<file path="src/rtl/divider4_pkg.sv">
// Shared definitions for the divider datapath and the surrounding ALU opcode space.
// No latency of its own; no flow control.
// Holds the FSM state encodings, operand width and ALU opcode values.
package divider4_pkg;

    localparam int DIV_W = 4;
    localparam int SUB_W = DIV_W + 1;

    localparam logic [1:0] ITER_LOAD = 2'd3;

    typedef enum logic [1:0] {
        S_IDLE = 2'd0,
        S_CALC = 2'd1,
        S_DONE = 2'd2
    } div_state_t;

    typedef enum logic [2:0] {
        OP_ADD = 3'd0,
        OP_SUB = 3'd1,
        OP_AND = 3'd2,
        OP_OR  = 3'd3,
        OP_XOR = 3'd4,
        OP_DIV = 3'd5
    } alu_op_t;

endpackage

</file>
<file path="src/rtl/divsub5.sv">
// 5-bit trial subtractor a - b as a + ~b + 1 over a ripple of full adders.
// Combinational, zero latency.
// No flow control; borrow is the inverted final carry.
module divsub5
    import divider4_pkg::*;
(
    input  logic [SUB_W-1:0] a,
    input  logic [SUB_W-1:0] b,
    output logic [SUB_W-1:0] diff,
    output logic             borrow
);

    logic [SUB_W:0] carry;

    assign carry[0] = 1'b1;

    for (genvar i = 0; i < SUB_W; i++) begin : g_fa
        fulladder u_fa (
            .a  (a[i]),
            .b  (~b[i]),
            .ci (carry[i]),
            .s  (diff[i]),
            .co (carry[i+1])
        );
    end

    assign borrow = ~carry[SUB_W];

endmodule

</file>
<file path="src/rtl/fulladder.sv">
// One-bit full adder cell.
// Combinational, zero latency.
// No flow control.
module fulladder (
    input  logic a,
    input  logic b,
    input  logic ci,
    output logic s,
    output logic co
);

    assign s  = a ^ b ^ ci;
    assign co = (a & b) | (ci & (a ^ b));

endmodule

</file>
<file path="src/rtl/divider4.sv">
// 4-bit unsigned restoring divider, one quotient bit per cycle.
// Latency: done 5 cycles after an accepted start (1 cycle when B is 0).
// Backpressure: start is accepted only in IDLE; pulses while busy are dropped, never queued.
module divider4
    import divider4_pkg::*;
(
    input  logic             clk,
    input  logic             rst_n,
    input  logic             start,
    input  logic [DIV_W-1:0] A,
    input  logic [DIV_W-1:0] B,
    output logic [DIV_W-1:0] Q,
    output logic [DIV_W-1:0] R,
    output logic             busy,
    output logic             done,
    output logic             divzero
);

    div_state_t state_q, state_d;

    logic [1:0]       cnt_q, cnt_d;
    logic [DIV_W-1:0] rem_q, rem_d;
    logic [DIV_W-1:0] dvd_q, dvd_d;
    logic [DIV_W-1:0] dvs_q, dvs_d;
    logic [DIV_W-1:0] quo_q, quo_d;
    logic [DIV_W-1:0] rmd_q, rmd_d;
    logic             dz_q, dz_d;

    logic             accept;
    logic [SUB_W-1:0] trial_a;
    logic [SUB_W-1:0] trial_diff;
    logic             trial_borrow;
    logic [DIV_W-1:0] step_rem;
    logic [DIV_W-1:0] step_dvd;

    assign accept = (state_q == S_IDLE) && start;

    // Remainder shifted left with the next dividend bit appended.
    assign trial_a = {rem_q, dvd_q[DIV_W-1]};

    divsub5 u_sub (
        .a      (trial_a),
        .b      ({1'b0, dvs_q}),
        .diff   (trial_diff),
        .borrow (trial_borrow)
    );

    // A successful trial always leaves a difference below the divisor.
    always_comb begin
        if (state_q == S_CALC && !trial_borrow) begin
            assert (trial_diff[SUB_W-1] == 1'b0);
        end
    end

    assign step_rem = trial_borrow ? trial_a[DIV_W-1:0] : trial_diff[DIV_W-1:0];
    assign step_dvd = {dvd_q[DIV_W-2:0], ~trial_borrow};

    always_ff @(posedge clk or negedge rst_n) begin
        if (!rst_n) begin
            state_q <= S_IDLE;
        end else begin
            state_q <= state_d;
        end
    end

    always_comb begin
        state_d = state_q;
        case (state_q)
            S_IDLE: begin
                if (start) begin
                    state_d = (B == '0) ? S_DONE : S_CALC;
                end
            end
            S_CALC: begin
                if (cnt_q == 2'd0) begin
                    state_d = S_DONE;
                end
            end
            S_DONE:  state_d = S_IDLE;
            default: state_d = S_IDLE;
        endcase
    end

    always_comb begin
        busy = (state_q == S_CALC) || (state_q == S_DONE);
        done = (state_q == S_DONE);
    end

    always_comb begin
        rem_d = rem_q;
        dvd_d = dvd_q;
        dvs_d = dvs_q;
        cnt_d = cnt_q;
        quo_d = quo_q;
        rmd_d = rmd_q;
        dz_d  = dz_q;
        if (accept) begin
            rem_d = '0;
            dvd_d = A;
            dvs_d = B;
            cnt_d = ITER_LOAD;
            dz_d  = (B == '0);
            if (B == '0) begin
                quo_d = '1;
                rmd_d = A;
            end
        end else if (state_q == S_CALC) begin
            rem_d = step_rem;
            dvd_d = step_dvd;
            if (cnt_q != 2'd0) begin
                cnt_d = cnt_q - 2'd1;
            end else begin
                // Last step: publish the result so it is stable throughout DONE.
                quo_d = step_dvd;
                rmd_d = step_rem;
            end
        end
    end

    always_ff @(posedge clk or negedge rst_n) begin
        if (!rst_n) begin
            rem_q <= '0;
            dvd_q <= '0;
            dvs_q <= '0;
            cnt_q <= '0;
            quo_q <= '0;
            rmd_q <= '0;
            dz_q  <= 1'b0;
        end else begin
            rem_q <= rem_d;
            dvd_q <= dvd_d;
            dvs_q <= dvs_d;
            cnt_q <= cnt_d;
            quo_q <= quo_d;
            rmd_q <= rmd_d;
            dz_q  <= dz_d;
        end
    end

    assign Q       = quo_q;
    assign R       = rmd_q;
    assign divzero = dz_q;

endmodule
</file>
<file path="config.mk">
export PLATFORM = sky130hd
export DESIGN_NAME = divider4
export DESIGN_NICKNAME = d
export VERILOG_FILES = /design/src/rtl/divider4_pkg.sv /design/src/rtl/divsub5.sv /design/src/rtl/fulladder.sv /design/src/rtl/divider4.sv
export SDC_FILE = /design/constraint.sdc
export NUM_CORES = 1
export LEC_CHECK = 0
export CAP_MARGIN = 20
export CORE_MARGIN = 1
export CORE_UTILIZATION = 38
export CTS_CLUSTER_SIZE = 14
export DETAILED_ROUTE_END_ITERATION = 10
export GPL_ROUTABILITY_DRIVEN = 0
export HOLD_SLACK_MARGIN = 0.12
export SKIP_CTS_REPAIR_TIMING = 1
export SYNTH_ARGS = -nofsm -noshare
export SYNTH_HDL_FRONTEND = slang
export SYNTH_SLANG_ARGS = --single-unit
</file>
<file path="constraint.sdc">
create_clock -name clk -period 3.4 [get_ports clk]
set_input_delay 0.68 -clock clk [delete_from_list [all_inputs] [get_ports clk]]
set_output_delay 0.68 -clock clk [all_outputs]
set_load 0.01 [all_outputs]
</file>
# Word-level counts from Yosys, hierarchy flattened
# Index checks and enable logic that the tools add are counted.
# word_totals
ff_bits	25
mem_bits_rw	0
latchBits	0
out_inout_bits	11
in_bits	11
rom_bits	0
wordCells	72
memories	0
# classes
bitwise_logic	26
n_mul	0
magnitude_cmp	0
n_eq_ne	6
reduce_logical	11
add_sub_neg	1
mux	20
n_div	0
shifts	0
# op_table
cell	count
2-to-1 mux 4 bit	13
2-to-1 mux 2 bit	6
bitwise AND 1 bit	8
bitwise XOR 1 bit	7
inequality test 2 bit, second input constant	3
inverter 1 bit	6
nonzero test 2 bit	3
OR 1 bit	5
logical NOT 2 bit	2
logical NOT 4 bit	1
case mux 2 bit (2 select lines)	1
AND reduction 2 bit	2
AND reduction 3 bit	1
equality test 2 x 1 -> 1 bit, second input constant	1
equality test 2 bit, second input constant	1
inequality test 2 x 1 -> 1 bit, second input constant	1
subtractor 2 x 1 -> 2 bit, second input constant	1
logical AND 1 bit	1
logical OR 1 bit	1

# Longest topological paths before layout
# logic_depth
word_depth	15
mapped_depth	11
mapped_depth_nobuf	10

# Cells and area by module
# A second synthesis with hierarchy kept.
# unflattened
cells_unflattened	132
area_unflattened_um2	1343.8
# by_module_without_submodules
module	n_inst	area_each_um2	cells_each
divider4	1	1217.4	120
fulladder	5	20.0	1
divsub5	1	26.3	7

# Least setup slack after synthesis
# Ideal clock, no wire load.
# synth_path
path_kind	flip-flop to flip-flop
start	register dvd_q[3]
end	register rmd_q[3] (netlist: R[3])
required_ns	3.296
arrival_ns	2.355
setup_time_ns	0.104
n_path_buf	1
path_slack_ns	0.941
path_stages_with_launch	12
synth_period_minus_slack_ns	2.459
path_cell_list	dfrtp_1 > inv_1 > ha_1 > inv_1 > fa_1 > fa_1 > inv_1 > fa_1 > nor2b_1 > buf_2 > mux2_2 > a221oi_1
# synth_via
elab_chain_len	14
# synth_rtl
element	line_no	text
from (decl)	divider4.sv:23	logic [DIV_W-1:0] dvd_q, dvd_d;
from (signal assigned)	divider4.sv:131	dvd_q <= dvd_d;
bitwise AND 1 bit or bitwise XOR 1 bit (tied branches)	fulladder.sv:13	assign co = (a & b) | (ci & (a ^ b));
OR 1 bit *	fulladder.sv:13	
bitwise AND 1 bit *	fulladder.sv:13	
OR 1 bit *	fulladder.sv:13	
bitwise AND 1 bit *	fulladder.sv:13	
OR 1 bit *	fulladder.sv:13	
bitwise AND 1 bit	fulladder.sv:13	
OR 1 bit	fulladder.sv:13	
bitwise AND 1 bit	fulladder.sv:13	
OR 1 bit	fulladder.sv:13	
2-to-1 mux 4 bit *	divider4.sv:55	assign step_rem = trial_borrow ? trial_a[DIV_W-1:0] : trial_diff[DIV_W-1:0];
2-to-1 mux 4 bit *	divider4.sv:110	if (cnt_q != 2'd0) begin
2-to-1 mux 4 bit *	divider4.sv:107	end else if (state_q == S_CALC) begin
2-to-1 mux 4 bit *	divider4.sv:97	if (accept) begin
to (signal assigned)	divider4.sv:135	rmd_q <= rmd_d;
to (decl)	divider4.sv:26	logic [DIV_W-1:0] rmd_q, rmd_d;
# Mark *: on every way between the ends. The rest lies on a longest branch, timed or not. The select of a mux whose other input is x is not followed.
# A chain may end at the register's enable or synchronous reset.

# Final worst setup path
# Same ends and word-level chain as after synthesis.

==> results.py <==
metrics = {
    "status": {
        "status": "finished, violations left",
        "violations": "design-rule violations",
    },
    "global_route": {
        "gr-total-overflow": 0,
        "grt_pass1_vias": 1011,
        "grt_max_degree": 26,
        "antenna_found_initial": 0,
        "track_usage_pct": 17.5,
        "grt_pass1_wl_um": 4650,
    },
    "timing": {
        "worst_pin_slew_ps": 615,
        "finalSetupViolCount": 0,
        "whs_ps": 512,
        "period_minus_slack_ps": 2560,
        "fin_setup_tns_ps": 0,
        "relSlewSlack_pct": 59.0,
        "finClkSkew_ps": 14.0,
        "max_freq_mhz": 391,
        "drv_slew": 0,
        "rsz0062_at_grt": "no",
        "timing.final.crit_share_pct": 75.3,
        "hold_violations": 0,
    },
    "drt": {
        "drt-total-wl_um": 2790,
        "wl_met1_um": 1250,
        "num_vias": 1006,
        "top_layer_used": "met4",
        "via_per_inst": 5.03,
        "wl_met2_um": 1380,
        "ant_nets": 0,
        "wl_met3_um": 127,
        "first_iter_violations": 60,
        "drc": 2,
        "drt_pass1_iterations": 7,
        "routedWlPerCell_um": 13.9,
    },
    "synthesis": {
        "syn_area_um2": 1330,
        "synth_ff_type": "dfrtp_1",
        "synth.net_count": 153,
        "synthArstFlopShare_pct": 100,
        "synth_seq_area_share_pct": 47.2,
        "yosysWarnings": 0,
        "synth_edf_count": 0,
        "ys_ff_latch": 25,
        "yosysUniqueCellTypes": 31,
        "synth.avg_cell_area_um2": 9.90,
        "syn_inst": 134,
    },
    "critical_path": {
        "arrival_ps": 2800,
        "cp_cell_sequence": "inv_1 > ha_1 > inv_1 > fa_1 > fa_1 > inv_1 > fa_1 > nor2b_1 > mux2_2 > a221oi_1",
        "critical-path-slowest-cell": "dfrtp_1",
        "critical_path_class": "flip-flop to flip-flop",
        "reg2regPathDepth": 10,
        "required_ps": 3640,
        "cp-end-kind": "flip-flop",
        "critPathMaxStageDelay_ps": 420,
        "worstSetupStartpointType": "flip-flop",
        "path_max_fanout": 3,
    },
    "clock_network": {
        "numCtsBuffers": 3,
        "clock_latency_ps": 320,
        "cts.path.max_buffers": 2,
        "htreeDepth": 1,
        "cts_tree": "done",
        "clkSinkCount": 25,
        "cts_root_buffer": "clkbuf_4",
        "clk_pin_slew_worst_paths_ps": 150,
    },
    "worst_hold_path": {
        "hold_depth": 2,
        "worstHoldPathType": "flip-flop to flip-flop",
    },
    "finish": {
        "final_cell_area_um2": 1610,
        "finalNetCount": 174,
        "nFillCells": 347,
        "drive_above_1_share_pct": 7.14,
        "antenna_cells": 0,
        "areaGrowthSynthToFinish_pct": 21.1,
    },
    "power": {
        "leakage_nw": 0.697,
        "total_power_w": 0.00141,
        "power.density_nw_per_um2": 875,
        "ir_drop_v": 0.000340,
    },
    "placed_design": {
        "place_hpwl_um": 2130,
        "dpl_cell_area_um2": 1580,
        "io_buffers": 21,
    },
    "die": {
        "start_util_pct": 39.7,
        "dieHeight_um": 61.1,
        "rows": 21,
        "io_pins": 22,
        "die_area_um2": 3730,
        "die_w_um": 61.1,
        "core_um2": 3340,
    },
    "job": {
        "maxCapViolCount": 0,
    },
}
critical path, delay by kind of cell, from the launching register on:
family / cells / cell delay, ps
adder cells (fa/ha/maj): 4 / 1070
flip-flops: 1 / 420
multiplexers: 1 / 380
AO/OA/AOI/OAI: 1 / 230
AND/OR/NAND/NOR: 1 / 190
buffers and inverters: 3 / 180
report_power, final:
part           internal [W]  leakage, nW  total, W  switching (W)
registers          0.000427        0.294  0.000509      0.0000820
clock network     0.0000459       0.0150  0.000137      0.0000908
logic              0.000366        0.387  0.000759       0.000393
synthesized netlist by cell type (all sizes together), types with 2 or more instances:
master	count	area, um^2
and2	3	21.3
clkbuf	2	7.51
buf	6	28.8
ha	5	62.6
o21ai	10	50.1
a221oi	4	35.0
mux2i	7	73.8
nand2	16	60.1
inv	15	56.3
nor2	5	18.8
nand2b	3	18.8
dfrtp	25	626
fa	3	60.1
a21oi	8	40.0
o211ai	2	15.0
nand3	3	15.0
nor3	4	20.0
a211oi	4	30.0
layout make-up:
| class | count | area [um^2] | share of cell area [%] |
|---|---|---|---|
| Tap cell | 46 | 57.6 | 3.58 |
| Timing Repair Buffer | 24 | 233 | 14.5 |
| Inverter | 15 | 56.3 | 3.50 |
| Multi-Input combinational cell | 86 | 608 | 37.9 |
| Clock buffer | 4 | 26.3 | 1.64 |
| Sequential cell | 25 | 626 | 38.9 |
per-layer routing:
metal | global-route usage, % | vias to the layer above
met5 | 0 | -
met4 | 4.87 | 0
met3 | 4.41 | 4
met2 | 29.3 | 31
met1 | 22.4 | 475
li1 | - | 496
flip-flops by register name (all words and copies together) (netlist names):
signal / count
R: 4
dvs_q: 4
rem_q: 4
cnt_q: 2
Q: 4
divzero: 1
state_q: 2
dvd_q: 4
cells by family (layout without fill, tap and decap cells):
| group | Yosys count | count (layout) | share of synthesized area, % |
|---|---|---|---|
| simple gates | 38 | 38 | 14.9 |
| flops | 25 | 25 | 47.2 |
| compound gates | 31 | 31 | 14.6 |
| mux | 8 | 8 | 6.41 |
| xor+xnor | 1 | 1 | 0.660 |
| fa+ha+maj | 8 | 8 | 9.25 |
| buf+inv | 23 | 43 | 6.98 |
placed cells by master, fill, tap and decap left out, types with 3 or more instances in the layout:
master	Yosys	final
dfrtp_1	25	25
clkdlybuf4s50_1	0	21
nand2_1	16	16
inv_1	15	15
o21ai_0	10	10
a21oi_1	8	8
mux2i_1	6	6
nor2_1	5	5
ha_1	5	5
nor3_1	4	4
a221oi_1	4	4
a211oi_1	4	4
nand2b_1	3	3
nand3_1	3	3
fa_1	3	3
clkbuf_4	0	3
buf_4	0	3
per-stage QoR:
| step | utilization [%] | cells | worst slack (ps) |
|---|---|---|---|
| floorplan | - | 134 | 941 |
| detailed placement | 47.4 | 196 | 867 |
| global route | 48.1 | 200 | 660 |
| finish | 48.1 | 200 | 840 |
| CTS | 48.1 | 200 | 827 |
| global placement | 47.4 | 196 | 954 |
path summary, 6_finish.rpt:
check,slack [ps],from,endpoint
hold / removal,510,dvs_q[0],dvs_q[0]
setup reg to reg,840,dvd_q[3],R[3]
hold reg to reg,510,dvs_q[0],dvs_q[0]
max in group asynchronous,2450,rst_n,state_q[0]
setup / recovery,840,dvd_q[3],R[3]
min in group asynchronous,690,rst_n,rem_q[3]
No activity file was read; power rests on OpenSTA's default activity.
